`src/rtl/instr_fetch_stage_if.sv`:
```
// Interface bundling the fetch stage's control, instruction-ROM and IF/ID signals.
// The slave modport is the fetch stage; the master modport is its environment
// (hazard unit, branch resolution, instruction ROM and the ID stage).
interface instr_fetch_stage_if #(
    parameter int LEN_WORD = 32
);
    logic                stall;
    logic                redirect_valid;
    logic [LEN_WORD-1:0] redirect_pc;
    logic [LEN_WORD-1:0] imem_addr;
    logic [LEN_WORD-1:0] imem_data;
    logic [LEN_WORD-1:0] ifid_instr;
    logic [LEN_WORD-1:0] ifid_pc_plus4;
    logic                ifid_valid;
    logic                halted;

    modport slave (
        input  stall,
        input  redirect_valid,
        input  redirect_pc,
        input  imem_data,
        output imem_addr,
        output ifid_instr,
        output ifid_pc_plus4,
        output ifid_valid,
        output halted
    );

    modport master (
        output stall,
        output redirect_valid,
        output redirect_pc,
        output imem_data,
        input  imem_addr,
        input  ifid_instr,
        input  ifid_pc_plus4,
        input  ifid_valid,
        input  halted
    );
endinterface

```
`src/rtl/instr_fetch_stage.sv`:
```
// Instruction fetch stage of the MIPS pipeline.
// Owns the PC, presents it as the byte address to a zero-latency instruction ROM
// and captures the returned word into the IF/ID register. Redirects from later
// stages flush IF/ID and reload the PC; hazard stalls freeze PC and IF/ID.
// Fetching stops (HALT) once the PC leaves [0, SIZE_MEM*4).
// Optional build macro FETCH_PERF_CNT_EN adds saturating fetch/stall/flush counters.
module instr_fetch_stage #(
    parameter int LEN_WORD = 32,
    parameter int RESET_PC = 0,
    parameter int SIZE_MEM = 256
) (
    input  logic                   i_clk,
    input  logic                   i_reset,
    instr_fetch_stage_if.slave     bus
`ifdef FETCH_PERF_CNT_EN
   ,output logic [LEN_WORD-1:0]    o_fetch_count,
    output logic [LEN_WORD-1:0]    o_stall_count,
    output logic [LEN_WORD-1:0]    o_flush_count
`endif
);

    typedef enum logic [0:0] {
        ST_RUN  = 1'b0,
        ST_HALT = 1'b1
    } state_t;

    localparam logic [LEN_WORD-1:0] C_LIMIT      = LEN_WORD'(SIZE_MEM * 4);
    localparam logic [LEN_WORD-1:0] C_RESET_PC   = LEN_WORD'(RESET_PC);
    localparam logic [LEN_WORD-1:0] C_STEP       = LEN_WORD'(4);
    localparam logic [LEN_WORD-1:0] C_ALIGN_MASK = ~(LEN_WORD'(3));
    localparam logic [LEN_WORD-1:0] C_ZERO       = '0;

    state_t              r_state;
    logic [LEN_WORD-1:0] r_pc;
    logic [LEN_WORD-1:0] r_ifid_instr;
    logic [LEN_WORD-1:0] r_ifid_pc_plus4;
    logic                r_ifid_valid;

    logic [LEN_WORD-1:0] w_pc_plus4;
    logic [LEN_WORD-1:0] w_redirect_target;

    // Sequential PC increment wraps naturally modulo 2^LEN_WORD; targets are word aligned.
    assign w_pc_plus4        = r_pc + C_STEP;
    assign w_redirect_target = bus.redirect_pc & C_ALIGN_MASK;

    assign bus.imem_addr     = r_pc;
    assign bus.ifid_instr    = r_ifid_instr;
    assign bus.ifid_pc_plus4 = r_ifid_pc_plus4;
    assign bus.ifid_valid    = r_ifid_valid;
    assign bus.halted        = (r_state == ST_HALT);

    // PC, IF/ID register and RUN/HALT state; priority reset > redirect > stall > advance.
    always_ff @(posedge i_clk) begin
        if (i_reset) begin
            r_state         <= ST_RUN;
            r_pc            <= C_RESET_PC;
            r_ifid_instr    <= C_ZERO;
            r_ifid_pc_plus4 <= C_ZERO;
            r_ifid_valid    <= 1'b0;
        end else if (bus.redirect_valid) begin
            // Redirect wins even in HALT or under stall; IF/ID becomes a bubble.
            r_pc            <= w_redirect_target;
            r_ifid_instr    <= C_ZERO;
            r_ifid_pc_plus4 <= C_ZERO;
            r_ifid_valid    <= 1'b0;
            r_state         <= (w_redirect_target < C_LIMIT) ? ST_RUN : ST_HALT;
        end else begin
            case (r_state)
                ST_RUN: begin
                    if (bus.stall) begin
                        r_pc            <= r_pc;
                        r_ifid_instr    <= r_ifid_instr;
                        r_ifid_pc_plus4 <= r_ifid_pc_plus4;
                        r_ifid_valid    <= r_ifid_valid;
                        r_state         <= ST_RUN;
                    end else begin
                        // The last in-range word is still captured on the edge that halts.
                        r_pc            <= w_pc_plus4;
                        r_ifid_instr    <= bus.imem_data;
                        r_ifid_pc_plus4 <= w_pc_plus4;
                        r_ifid_valid    <= 1'b1;
                        r_state         <= (w_pc_plus4 < C_LIMIT) ? ST_RUN : ST_HALT;
                    end
                end
                ST_HALT: begin
                    r_pc            <= r_pc;
                    r_ifid_instr    <= C_ZERO;
                    r_ifid_pc_plus4 <= C_ZERO;
                    r_ifid_valid    <= 1'b0;
                    r_state         <= ST_HALT;
                end
                default: begin
                    r_pc            <= r_pc;
                    r_ifid_instr    <= C_ZERO;
                    r_ifid_pc_plus4 <= C_ZERO;
                    r_ifid_valid    <= 1'b0;
                    r_state         <= ST_HALT;
                end
            endcase
        end
    end

`ifdef FETCH_PERF_CNT_EN
    logic [LEN_WORD-1:0] r_fetch_count;
    logic [LEN_WORD-1:0] r_stall_count;
    logic [LEN_WORD-1:0] r_flush_count;
    logic                w_advance;
    logic                w_stall_hold;
    logic                w_flush;

    // Counter increment that sticks at all-ones instead of wrapping.
    function automatic logic [LEN_WORD-1:0] sat_inc(input logic [LEN_WORD-1:0] value);
        logic [LEN_WORD-1:0] result;
        if (&value) begin
            result = value;
        end else begin
            result = value + LEN_WORD'(1);
        end
        return result;
    endfunction

    // Decode which kind of edge is about to happen, mirroring the PC priority order.
    always_comb begin
        w_advance    = 1'b0;
        w_stall_hold = 1'b0;
        w_flush      = 1'b0;
        if (i_reset) begin
            w_flush = 1'b0;
        end else if (bus.redirect_valid) begin
            w_flush = 1'b1;
        end else if (r_state == ST_RUN) begin
            w_stall_hold = bus.stall;
            w_advance    = ~bus.stall;
        end else begin
            w_advance = 1'b0;
        end
    end

    // Saturating event counters, cleared by reset.
    always_ff @(posedge i_clk) begin
        if (i_reset) begin
            r_fetch_count <= C_ZERO;
            r_stall_count <= C_ZERO;
            r_flush_count <= C_ZERO;
        end else begin
            r_fetch_count <= w_advance    ? sat_inc(r_fetch_count) : r_fetch_count;
            r_stall_count <= w_stall_hold ? sat_inc(r_stall_count) : r_stall_count;
            r_flush_count <= w_flush      ? sat_inc(r_flush_count) : r_flush_count;
        end
    end

    assign o_fetch_count = r_fetch_count;
    assign o_stall_count = r_stall_count;
    assign o_flush_count = r_flush_count;
`endif

endmodule

```
`src/flat_wrapper.sv`:
```
// flat-port wrapper written by rule: the top's interface ports become plain ports
module instr_fetch_stage_flat 
#(
    parameter int LEN_WORD = 32,
    parameter int RESET_PC = 0,
    parameter int SIZE_MEM = 256
)
  (i_clk, i_reset, bus_stall, bus_redirect_valid, bus_redirect_pc, bus_imem_data, bus_imem_addr, bus_ifid_instr, bus_ifid_pc_plus4, bus_ifid_valid, bus_halted);
  instr_fetch_stage_if #(.LEN_WORD(LEN_WORD)) bus_i ();
  input  logic i_clk;
  input  logic i_reset;
  input wire logic [$bits(bus_i.stall)-1:0] bus_stall;
  input wire logic [$bits(bus_i.redirect_valid)-1:0] bus_redirect_valid;
  input wire logic [$bits(bus_i.redirect_pc)-1:0] bus_redirect_pc;
  input wire logic [$bits(bus_i.imem_data)-1:0] bus_imem_data;
  output wire logic [$bits(bus_i.imem_addr)-1:0] bus_imem_addr;
  output wire logic [$bits(bus_i.ifid_instr)-1:0] bus_ifid_instr;
  output wire logic [$bits(bus_i.ifid_pc_plus4)-1:0] bus_ifid_pc_plus4;
  output wire logic [$bits(bus_i.ifid_valid)-1:0] bus_ifid_valid;
  output wire logic [$bits(bus_i.halted)-1:0] bus_halted;
  assign bus_i.stall = bus_stall;
  assign bus_i.redirect_valid = bus_redirect_valid;
  assign bus_i.redirect_pc = bus_redirect_pc;
  assign bus_i.imem_data = bus_imem_data;
  assign bus_imem_addr = bus_i.imem_addr;
  assign bus_ifid_instr = bus_i.ifid_instr;
  assign bus_ifid_pc_plus4 = bus_i.ifid_pc_plus4;
  assign bus_ifid_valid = bus_i.ifid_valid;
  assign bus_halted = bus_i.halted;
  instr_fetch_stage #(.LEN_WORD(LEN_WORD), .RESET_PC(RESET_PC), .SIZE_MEM(SIZE_MEM)) u_core (.i_clk(i_clk), .i_reset(i_reset), .bus(bus_i));
endmodule
```
`config.mk`:
```
export PLATFORM = sky130hd
export DESIGN_NAME = instr_fetch_stage_flat
export DESIGN_NICKNAME = d
export VERILOG_FILES = /design/src/rtl/instr_fetch_stage_if.sv /design/src/rtl/instr_fetch_stage.sv /design/src/flat_wrapper.sv
export SDC_FILE = /design/constraint.sdc
export NUM_CORES = 1
export LEC_CHECK = 0
export CAP_MARGIN = 20
export CORE_MARGIN = 5
export CORE_UTILIZATION = 47
export CTS_BUF_LIST = sky130_fd_sc_hd__clkbuf_4 sky130_fd_sc_hd__clkbuf_8
export DETAILED_ROUTE_END_ITERATION = 8
export PLACE_DENSITY = 0.83
export SLEW_MARGIN = 20
export SYNTH_ARGS = -nofsm -noshare
export SYNTH_HDL_FRONTEND = slang
export SYNTH_SLANG_ARGS = --single-unit
```
`constraint.sdc`:
```
create_clock -name i_clk -period 2.8 [get_ports i_clk]
set_input_delay 0.84 -clock i_clk [delete_from_list [all_inputs] [get_ports i_clk]]
set_output_delay 0.84 -clock i_clk [all_outputs]
set_load 0.1 [all_outputs]
```
Word-level counts from Yosys, hierarchy flattened:

Index checks and enable logic that the tools add are counted.
W data, S select, Z words.

* flip-flop bits (word level): 98
* latch bits: 0
* RAM bits: 0
* bits in read-only memories: 0
* output and inout port bits: 98
* logic and storage cells: 29
* memories: 0

* $add $sub $neg: 1
* multiply operators: 0
* div/mod/pow operators: 0
* magnitude comparators: 2
* equality and inequality tests: 3
* shifts and indexed selects: 0
* multiplexer cells: 13
* bitwise operators: 1
* reductions and logical operators: 3

Operators with widths (number)
* $mux W32: 4
* $pmux W32 S2: 2
* $lt A32 B11 Y1 const B: 2
* $add A32 B3 Y32 const B: 1
* $mux W1: 5
* $ne A2 B2 Y1 const B: 2
* $pmux W1 S2: 2
* $reduce_and A2 Y1: 2
* $ne A3 B3 Y1 const B: 1
* $reduce_or A2 Y1: 1
* $not A1 Y1: 1

Longest topological paths before layout:

Gate-level depths: netlist (run 1).

* depth after elaboration: 6
* gate-level depth with buffers: 9
* mapped depth without buffers: 8

Worst setup path before layout (run 1):

Ideal clock, no wire load.

* path kind: flip-flop to flip-flop
* start point: register u_core.r_pc[2] (netlist: u_core.bus.imem_addr[2])
* end point: register u_core.r_state (netlist: u_core.bus.halted)
* data arrival time: 2.974 ns
* data required time: 2.661 ns
* path slack: -0.313 ns
* stages on the path, launching flop included: 10
* period minus slack after synthesis: 3.113 ns
* path through: dfxtp_1 ha_1 nand3_1 nor4_2 and2_0 buf_2 nand3_1 mux2_2 o32ai_1 a41oi_1

* word-level cells in the longest chain between the ends: 6

RTL lines
* start: declaration: line instr_fetch_stage.sv:34 `logic [LEN_WORD-1:0] r_pc;`
* start signal: assignment: line instr_fetch_stage.sv:62 `r_pc <= w_redirect_target;`
* start signal: assignment: line instr_fetch_stage.sv:71 `r_pc <= r_pc;`
* start signal: assignment: line instr_fetch_stage.sv:78 `r_pc <= w_pc_plus4;`
* $add A32 B3 Y32: line instr_fetch_stage.sv:43 `assign w_pc_plus4 = r_pc + C_STEP;`
* $lt A32 B11 Y1: line instr_fetch_stage.sv:82 `r_state <= (w_pc_plus4 < C_LIMIT) ? ST_RUN : ST_HALT;`
* $mux W1: line instr_fetch_stage.sv:82
* $mux W1: line instr_fetch_stage.sv:70 `if (bus.stall) begin`
* $pmux W1 S2: line instr_fetch_stage.sv:68 `case (r_state)`
* $mux W1: line instr_fetch_stage.sv:60 `end else if (bus.redirect_valid) begin`
* end signal: assignment: line instr_fetch_stage.sv:66 `r_state <= (w_redirect_target < C_LIMIT) ? ST_RUN : ST_HALT;`
* end signal: assignment: line instr_fetch_stage.sv:82
* end: declaration: line instr_fetch_stage.sv:33 `state_t r_state;`

No other way between the ends.
A chain may end at the register's enable or synchronous reset.

Worst setup path in the final report (run 1):

Same ends and word-level chain as after synthesis.

==> results of run 1 <==
final timing paths:
check | startpoint | end | cells after the start
worst min-delay path | u_core.bus.ifid_valid$_SDFFE_PP0P_ | u_core.bus.ifid_valid$_SDFFE_PP0P_ | 2
worst max register to register | u_core.bus.imem_addr[2]$_SDFFE_PP0P_ | u_core.bus.halted$_SDFF_PP0_ | 8
worst max-delay path | u_core.bus.imem_addr[2]$_SDFFE_PP0P_ | u_core.bus.halted$_SDFF_PP0_ | 8
worst min register to register | u_core.bus.ifid_valid$_SDFFE_PP0P_ | u_core.bus.ifid_valid$_SDFFE_PP0P_ | 2
state kept, by name, summed over array words and instances (netlist names):
register,flops
u_core.bus.ifid_instr,32
u_core.bus.ifid_pc_plus4,30
u_core.bus.imem_addr,30
u_core.bus.halted,1
u_core.bus.ifid_valid,1
per-stage QoR:
stage	hold WS (ps)	instance area [sq um]	cells	total power (uW)
3_5_place_dp	444.0	6032	822	2236
6_report	458.6	6207	838	3028
3_3_place_gp	434.5	6032	822	2223
4_1_cts	456.0	6207	838	3048
2_1_floorplan	800.3	4654	560	2022
5_1_grt	493.6	6207	838	3161
cell type report:
cell class                 instances  area (sq um)
clock buffer                      12         152.6
clock inverter                     4         22.52
fill                             845          3477
inverter                           3         11.26
multi-input combinational        417          2481
sequential                        94          1899
tap                              133         166.4
timing repair buffer             175          1474
cell usage after synthesis (all sizes together), types with 3 or more instances:
cell type  instances  area share
a211oi             5      0.0081
nand3             26       0.031
nor2             143        0.12
xor2              22       0.042
clkbuf            27       0.023
inv                3      0.0024
o21ai              6      0.0065
nor4               9       0.014
dfxtp             94        0.41
or3                7      0.0095
and4               3      0.0057
xnor2             34       0.064
buf               17       0.028
mux2i             47        0.10
nand4              9       0.017
nor3               6      0.0065
a21oi             45       0.049
and3               6      0.0084
nand2             30       0.024
cell families after synthesis:
logic type / after synthesis
and+or+nand+nor: 245
DFF: 94
AOI/OAI and AO/OA: 63
xor gates and xnor gates: 56
buffers and inverters: 49
muxes: 48
adders and majority gates: 1
other: 1
layer usage:
layer,vias to the layer above,GRT usage,wire [microns]
li1,2148,-,-
met1,2039,0.2800,5406
met2,165,0.3868,6812
met3,28,0.05388,994
met4,0,0.09172,344
met5,-,0,0
where the power goes:
group          internal, uW  leakage, uW  switching, uW  total (uW)
Sequential             1380     0.000771           69.3        1450
Combinational           239      0.00171            517         755
Clock                   363    0.0000930            458         821
worst max-delay path, delay by kind of cell (launching register included):
family	cells	cell delay, ps
mux	1	310
flops	1	410
simple gates	4	1090
compound gates	2	290
fa+ha+maj	1	240
==> flow_summary.json, run 1 <==
{
  "max_slew_margin": 0.4168,
  "layout.cells.most_common_list": "nor2_1 (142), buf_4 (111), dfxtp_1 (80), clkdlybuf4s50_1 (64), mux2i_1 (47)",
  "io_buffers": 159,
  "wl_mm": 13.56,
  "tightest_slew_ps": 874.9,
  "synth_compound_area_frac": 0.07601,
  "core-area_sq_mm": 0.009684,
  "peakVddDrop_v": 0.0002807,
  "arrival_ps": 2690,
  "rows": 36,
  "setup-violations-final": 0,
  "grt_max_degree": 64,
  "crit_fanout": 7,
  "layout.nets": 769,
  "hpwlAfterDp_mm": 10.47,
  "synth_top_family_by_area": "simple AND/OR/NAND/NOR gates",
  "die_h_microns": 109.2,
  "gr-total-overflow": 0,
  "ys_seq_area_frac": 0.4068,
  "synth_mux_area_frac": 0.1041,
  "place_ws_ps": 284.3,
  "clock_latency_ps": 360,
  "drc": 0,
  "tritoncts": "built",
  "cts-root-buf": "clkbuf_8",
  "synth_cell_types": 45,
  "syn_area_sq_mm": 0.004626,
  "hold_class": "reg2reg",
  "drtPass1Iterations": 5,
  "reg2reg_slack_ps": 340,
  "synth_edf_count": 0,
  "ys.flop_type": "dfxtp_1",
  "crit_path_start_kind": "flip-flop",
  "die-area_sq_mm": 0.01193,
  "postLayoutSetupSlackWorst_ps": 338.7,
  "timing.fmax_mhz": 406.3,
  "numCtsBuffers": 9,
  "crit_path_end_kind": "flip-flop",
  "power.density_mw_per_mm2": 487.8,
  "ctsHoldBuffers": 0,
  "path_clk_slew_ps": 80,
  "critPathMaxStageDelay_ps": 410,
  "status": "completed",
  "drive_above_1_share": 0.2128,
  "io_pins": 166,
  "post-route-period-util": 0.8790,
  "yosysWarningCount": 0,
  "final_hold_viol_count": 0,
  "first_global_vias": 4270,
  "cts-resized-gates": 0,
  "utilization": 0.6410,
  "synth_xor_area_frac": 0.1060,
  "drt-initial-drc-count": 178,
  "antenna_found_initial": 0,
  "cpMostUsedCell": "nand3_1",
  "wire_per_inst_microns": 16.18,
  "post_cts_buffers": 0,
  "synth-simple-area-share": 0.2440,
  "gp_congestion": 0.9216,
  "rsz0062_at_grt": "no",
  "cpMaxStageDelayCell": "dfxtp_2",
  "die_w_microns": 109.2,
  "synthArstFlopShare": 0,
  "postRouteAntennaNets": 0,
  "avgSynthCellArea_sq_um": 8.305,
  "criticalPathCategory": "reg2reg",
  "gr-usage-all-layers": 0.2287,
  "postSynthRegisterBits": 94,
  "synthCells": 557,
  "cts-htree-levels": 3,
  "layout_commonest_cell": "nor2_1",
  "syn_to_final_growth_pct": 34.19,
  "grt_pass1_wl_mm": 21.22,
  "synth-adder-area-share": 0.002705,
  "fin_skew_ps": 9.003,
  "cap_violations": 0,
  "leakagePower_uw": 0.002577,
  "finalMaxSlewViolations": 0,
  "n_antenna_cell": 0,
  "start_util": 0.4776,
  "critical_path.cell_chain": "ha_1, nand3_1, nor4_2, and2_0, nand3_1, mux2_2, o32ai_1, a41oi_1",
  "finalSetupTns_ps": 0,
  "period_needed_ps": 2461,
  "worstPathRequired_ps": 3020,
  "vias": 4380,
  "viasPerCell": 5.227,
  "cts.sinks": 94,
  "clk_path_buf_depth": 2
}
(Power assumes the default switching activity.)
==> run 2, diff against run 1 <==
--- a/config.mk
+++ b/config.mk
@@ -7,10 +7,11 @@
 export LEC_CHECK = 0
 export CAP_MARGIN = 20
 export CORE_MARGIN = 5
-export CORE_UTILIZATION = 47
+export CORE_UTILIZATION = 42
 export CTS_BUF_LIST = sky130_fd_sc_hd__clkbuf_4 sky130_fd_sc_hd__clkbuf_8
 export DETAILED_ROUTE_END_ITERATION = 8
-export PLACE_DENSITY = 0.83
+export GPL_ROUTABILITY_DRIVEN = 0
+export PLACE_DENSITY = 0.79
 export SLEW_MARGIN = 20
 export SYNTH_ARGS = -nofsm -noshare
 export SYNTH_HDL_FRONTEND = slang
==> constraint.sdc (replaced) <==
create_clock -name i_clk -period 2.26 [get_ports i_clk]
set_input_delay 0.678 -clock i_clk [delete_from_list [all_inputs] [get_ports i_clk]]
set_output_delay 0.678 -clock i_clk [all_outputs]
set_load 0.1 [all_outputs]
==> run 2 against run 1 <==
- via count increased by 7.2%
- first-iteration DRC count increased by 33%
- power increased by 33%
- register-to-register slack got worse by 330 ps
- global-route usage decreased by 2.1 points
- worst hold slack improved by 6.4 ps
- count of clock-buffer cells in the layout unchanged
- wire length increased by 6.0%
- cell count increased by 6.3%
- combinational power increased by 42%
- clock skew decreased by 1.9 ps
- maximum frequency increased by 9.5%
- critical path type unchanged
- largest cell class unchanged
- largest power group unchanged
==> flow_summary.json, run 2 (synthesized netlist as in run 1, its figures left out) <==
{
  "power.density_mw_per_mm2": 580.5,
  "timing.fmax_mhz": 445.1,
  "holdWs_ps": 465.0,
  "critical_path.cell_chain": "nand4_1, or4_4, nor2_4, buf_4, nand3_2, or3_1, a311oi_1",
  "n_antenna_cell": 0,
  "cts-root-buf": "clkbuf_8",
  "core-area_sq_mm": 0.01084,
  "worstReg2RegStart": "u_core.bus.imem_addr[5]$_SDFFE_PP0P_",
  "layout.cells.non_filler": 891,
  "die_h_microns": 114.9,
  "antenna_found_initial": 0,
  "crit_path_end_kind": "flip-flop",
  "crit_family": "simple AND/OR/NAND/NOR gates",
  "cap_violations": 0,
  "drt-initial-drc-count": 236,
  "worstPathRequired_ps": 2540,
  "placedCellCount": 851,
  "drtPass1Iterations": 5,
  "syn_to_final_growth_pct": 49.80,
  "largest_reg_flops": 32,
  "arrival_ps": 2530,
  "final_hold_viol_count": 0,
  "r2r_cells": 7,
  "holdPathEnd": "u_core.bus.ifid_valid$_SDFFE_PP0P_",
  "cts-htree-levels": 3,
  "path_clk_slew_ps": 90,
  "leakagePower_uw": 0.002924,
  "hold_class": "reg2reg",
  "layout_commonest_cell": "nor2_1",
  "setup-violations-final": 0,
  "status": "completed",
  "cp.buffers_inverters": 1,
  "numCtsBuffers": 9,
  "die_w_microns": 114.9,
  "critPathMaxStageDelay_ps": 540,
  "vias": 4695,
  "grt_pass1_wl_mm": 22.05,
  "whs_path_depth": 2,
  "first_global_vias": 4558,
  "wl_mm": 14.37,
  "cpMaxStageDelayCell": "or4_4",
  "period_needed_ps": 2247,
  "crit_path_start_kind": "flip-flop",
  "cts.sinks": 94,
  "criticalPathCategory": "reg2reg",
  "layout.nets": 816,
  "viasPerCell": 5.269,
  "grt_max_degree": 42,
  "wire_per_inst_microns": 16.13,
  "tritoncts": "built",
  "clk_path_buf_depth": 2,
  "post-route-period-util": 0.9941,
  "ctsHoldBuffers": 0,
  "drive_above_1_share": 0.2796,
  "finalMaxSlewViolations": 0,
  "peakVddDrop_v": 0.0002872,
  "max_slew_margin": 0.5718,
  "min-delay-start": "u_core.bus.ifid_valid$_SDFFE_PP0P_",
  "rsz0062_at_grt": "yes",
  "die-area_sq_mm": 0.01321,
  "start_util": 0.4267,
  "crit_fanout": 5,
  "utilization": 0.6392,
  "reg2reg_slack_ps": 10,
  "rows": 38,
  "finalSetupTns_ps": 0,
  "hpwlAfterDp_mm": 10.78,
  "layout.cells.most_common_list": "nor2_1 (142), buf_4 (140), dfxtp_1 (72), clkdlybuf4s50_1 (64), mux2i_1 (47)",
  "gr-usage-all-layers": 0.2073,
  "postRouteAntennaNets": 0,
  "clock_latency_ps": 360,
  "drc": 0,
  "fin_skew_ps": 7.092,
  "gr-total-overflow": 0,
  "io_pins": 166,
  "r2r-end": "u_core.bus.imem_addr[29]$_SDFFE_PP0P_",
  "tightest_slew_ps": 642.3,
  "io_buffers": 159
}
## run 2: cell count changes in the layout (fill, tap and decap cells not counted), sizes merged
cell      delta
clkinv       -2
clkinvlp     -1
buf         +47
bufinv       +1
inv          +1
## run 2: worst max-delay path by stage
stage	start	endpoint	slack, ps	cells past startpoint
3_3_place_gp	u_core.bus.imem_addr[2]$_SDFFE_PP0P_	u_core.bus.halted$_SDFF_PP0_	90	9
3_5_place_dp	bus_redirect_valid	u_core.bus.ifid_pc_plus4[10]$_SDFFE_PP0P_	40	4
5_1_grt	u_core.bus.imem_addr[5]$_SDFFE_PP0P_	u_core.bus.imem_addr[31]$_SDFFE_PP0P_	-40	6
2_1_floorplan	u_core.bus.imem_addr[12]$_SDFFE_PP0P_	u_core.bus.imem_addr[31]$_SDFFE_PP0P_	-110	7
6_report	u_core.bus.imem_addr[5]$_SDFFE_PP0P_	u_core.bus.imem_addr[29]$_SDFFE_PP0P_	10	7
4_1_cts	u_core.bus.imem_addr[2]$_SDFFE_PP0P_	u_core.bus.halted$_SDFF_PP0_	50	8
## run 2: worst min-delay path: cells and delay by family, from the launching register on
family	cells	cell delay [ps]
AOI/OAI and AO/OA	1	50
DFF	1	320
buffers and inverters	1	50
## run 2: power breakdown
group	internal [uW]	total (uW)	switching [uW]
combinational	387	1070	684
clock	596	1180	581
sequential	1700	1780	71.8
## run 2: timing repair
action / CTS / global route
resized for setup: 0 / 7
buffers inserted: 0 / 25
setup endpoints to repair: 0 / 7
## run 2: routing by layer
metal	track usage	vias up	routed length [microns]
met1	0.2515	2193	5795
met3	0.04842	40	1184
met5	0	-	0
li1	-	2241	-
met2	0.3438	221	6840
met4	0.1041	0	553
## run 2: cell type report
| class | count | area, sq um |
|---|---|---|
| timing repair buffer | 222 | 2052 |
| sequential | 94 | 1949 |
| clock buffer | 12 | 165.2 |
| multi-input combinational | 417 | 2535 |
| fill | 887 | 3911 |
| tap | 140 | 175.2 |
| inverter | 3 | 11.26 |
| clock inverter | 3 | 41.29 |
## run 2: stage by stage
stage | setup WS, ps | power (uW) | cell area, sq um
2_1_floorplan | -113.8 | 2503 | 4751
3_3_place_gp | 94.39 | 2830 | 6504
3_5_place_dp | 41.73 | 2847 | 6504
4_1_cts | 46.81 | 4008 | 6710
5_1_grt | -40.35 | 4169 | 6929
6_report | 13.30 | 4023 | 6929
==> run 3, diff against run 2 <==
--- a/config.mk
+++ b/config.mk
@@ -7,11 +7,14 @@
 export LEC_CHECK = 0
 export CAP_MARGIN = 20
 export CORE_MARGIN = 5
-export CORE_UTILIZATION = 42
+export CORE_UTILIZATION = 55
 export CTS_BUF_LIST = sky130_fd_sc_hd__clkbuf_4 sky130_fd_sc_hd__clkbuf_8
 export DETAILED_ROUTE_END_ITERATION = 8
+export DONT_BUFFER_PORTS = 1
 export GPL_ROUTABILITY_DRIVEN = 0
-export PLACE_DENSITY = 0.79
+export MAX_ROUTING_LAYER = met4
+export PLACE_DENSITY = 0.73
+export SKIP_LAST_GASP = 1
 export SLEW_MARGIN = 20
 export SYNTH_ARGS = -nofsm -noshare
 export SYNTH_HDL_FRONTEND = slang
==> run 3 against run 2 <==
- clock power fell by 9%
- clock skew rose by 8.7 ps
- worst hold slack got worse by 94 ps
- worst setup slack improved by 81 ps
- cell count fell by 15%
- count of clock-buffer cells in the layout fell by 2
- die area fell by 22%
- sequential cell count did not move
- critical path depth fell by 1
- register-to-register slack improved by 80 ps
- largest power group unchanged
==> flow_summary.json, run 3 (synthesized netlist as in run 1, its figures left out) <==
{
  "status": "completed",
  "cts-htree-levels": 3,
  "syn_to_final_growth_pct": 23.56,
  "core-area_sq_mm": 0.008217,
  "min-delay-start": "i_reset",
  "cts.sinks": 94,
  "worstPathRequired_ps": 2530,
  "post-route-period-util": 0.9581,
  "viasPerCell": 5.545,
  "reg2reg_slack_ps": 90,
  "crit_fanout": 5,
  "die_h_microns": 101.7,
  "tightest_slew_ps": 603.0,
  "crit_path_start_kind": "flip-flop",
  "die_w_microns": 101.7,
  "criticalPathCategory": "reg2reg",
  "drive_above_1_share": 0.2649,
  "cap_violations": 0,
  "r2r_cells": 6,
  "ctsHoldBuffers": 0,
  "io_pins": 166,
  "wire_per_inst_microns": 17.03,
  "fin_skew_ps": 15.76,
  "cpMostUsedCell": "nand4_1",
  "r2r-end": "u_core.bus.imem_addr[31]$_SDFFE_PP0P_",
  "fillCellCount": 665,
  "leakagePower_uw": 0.002417,
  "drt-initial-drc-count": 334,
  "dpl_cell_area_sq_mm": 0.005414,
  "grt_max_degree": 89,
  "vias": 4203,
  "gr-total-overflow": 0,
  "layout.nets": 717,
  "largest_reg_flops": 32,
  "hpwlAfterDp_mm": 9.548,
  "first_global_vias": 4004,
  "critPathMaxStageDelay_ps": 530,
  "grt_pass1_wl_mm": 19.81,
  "wl_mm": 12.91,
  "clock_latency_ps": 370,
  "start_util": 0.5630,
  "postRouteAntennaNets": 0,
  "holdPathEnd": "u_core.bus.imem_addr[27]$_SDFFE_PP0P_",
  "setup-violations-final": 0,
  "crit_path_end_kind": "flip-flop",
  "rows": 33,
  "power.density_mw_per_mm2": 636.2,
  "arrival_ps": 2430,
  "path_clk_slew_ps": 110,
  "drc": 0,
  "period_needed_ps": 2165,
  "io_buffers": 0,
  "worstReg2RegStart": "u_core.bus.imem_addr[5]$_SDFFE_PP0P_",
  "gr-usage-all-layers": 0.2501,
  "numCtsBuffers": 9,
  "peakVddDrop_v": 0.0004184,
  "final_hold_viol_count": 0,
  "clk_path_buf_depth": 2,
  "finalSetupTns_ps": 0,
  "crit_family": "simple AND/OR/NAND/NOR gates",
  "finalMaxSlewViolations": 0,
  "stdcell_area_sq_mm": 0.005715,
  "cts-root-buf": "clkbuf_8",
  "drtPass1Iterations": 5,
  "critical_path.cell_chain": "nand4_1, or4_4, nor2_4, nand4_1, or3_1, a311oi_1",
  "tritoncts": "built",
  "n_antenna_cell": 0,
  "cp.buffers_inverters": 0,
  "utilization": 0.6956,
  "timing.fmax_mhz": 461.8,
  "antenna_found_initial": 0,
  "holdWs_ps": 371.1,
  "whs_path_depth": 1,
  "max_slew_margin": 0.5975,
  "cpMaxStageDelayCell": "or4_4",
  "layout_commonest_cell": "nor2_1",
  "die-area_sq_mm": 0.01034,
  "hold_class": "in2reg",
  "layout.cells.most_common_list": "nor2_1 (142), buf_4 (122), dfxtp_1 (72), mux2i_1 (47), a21oi_1 (45)"
}
run 3: worst max path at each step:
| stage | from | to | cells after the start |
|---|---|---|---|
| 2_1_floorplan | u_core.bus.imem_addr[12]$_SDFFE_PP0P_ | u_core.bus.imem_addr[31]$_SDFFE_PP0P_ | 7 |
| 3_3_place_gp | u_core.bus.imem_addr[3]$_SDFFE_PP0P_ | u_core.bus.halted$_SDFF_PP0_ | 8 |
| 6_report | u_core.bus.imem_addr[5]$_SDFFE_PP0P_ | u_core.bus.imem_addr[31]$_SDFFE_PP0P_ | 6 |
| 5_1_grt | u_core.bus.imem_addr[3]$_SDFFE_PP0P_ | u_core.bus.halted$_SDFF_PP0_ | 8 |
| 3_5_place_dp | u_core.bus.imem_addr[3]$_SDFFE_PP0P_ | u_core.bus.halted$_SDFF_PP0_ | 8 |
| 4_1_cts | u_core.bus.imem_addr[3]$_SDFFE_PP0P_ | u_core.bus.halted$_SDFF_PP0_ | 8 |
run 3: cell type report:
type                       count  area (sq um)  area share
multi-input combinational    417          2511      0.4394
clock inverter                 6         53.80    0.009413
sequential                    94          1949      0.3411
tap                          105         131.4     0.02299
timing repair buffer         123         927.1      0.1622
inverter                       3         11.26    0.001970
clock buffer                  10         131.4     0.02299
run 3: timing repair:
| action | 4_1_cts | 5_1_grt |
|---|---|---|
| setup endpoints to repair | 0 | 5 |
| buffers inserted | 0 | 14 |
| resized for setup | 0 | 4 |
run 3: worst reg2reg max path: stages (launching register included):
cell	delay, ps
dfxtp_4	380
nand4_1	240
or4_4	530
nor2_4	180
nand4_1	140
or3_1	390
a311oi_1	210
run 3: per-layer routing:
layer | vias up | wire [microns] | track usage
li1 | 2051 | - | -
met4 | 0 | 421 | 0.08896
met1 | 1905 | 5039 | 0.2938
met5 | - | 0 | -
met3 | 45 | 1219 | 0.07369
met2 | 202 | 6225 | 0.4064
run 3: per-stage QoR:
step / setup WS [ps] / total power [uW] / instances
2_1_floorplan: -113.8 / 2503 / 560
3_5_place_dp: 106.4 / 2587 / 728
3_3_place_gp: 152.0 / 2573 / 728
4_1_cts: 70.96 / 3643 / 744
5_1_grt: -1.319 / 3779 / 758
6_report: 94.68 / 3636 / 758
run 3: power by group:
part	switching, uW	internal (uW)
Combinational	608	207
Sequential	49.7	1700
Clock	632	435
Total	1290	2350
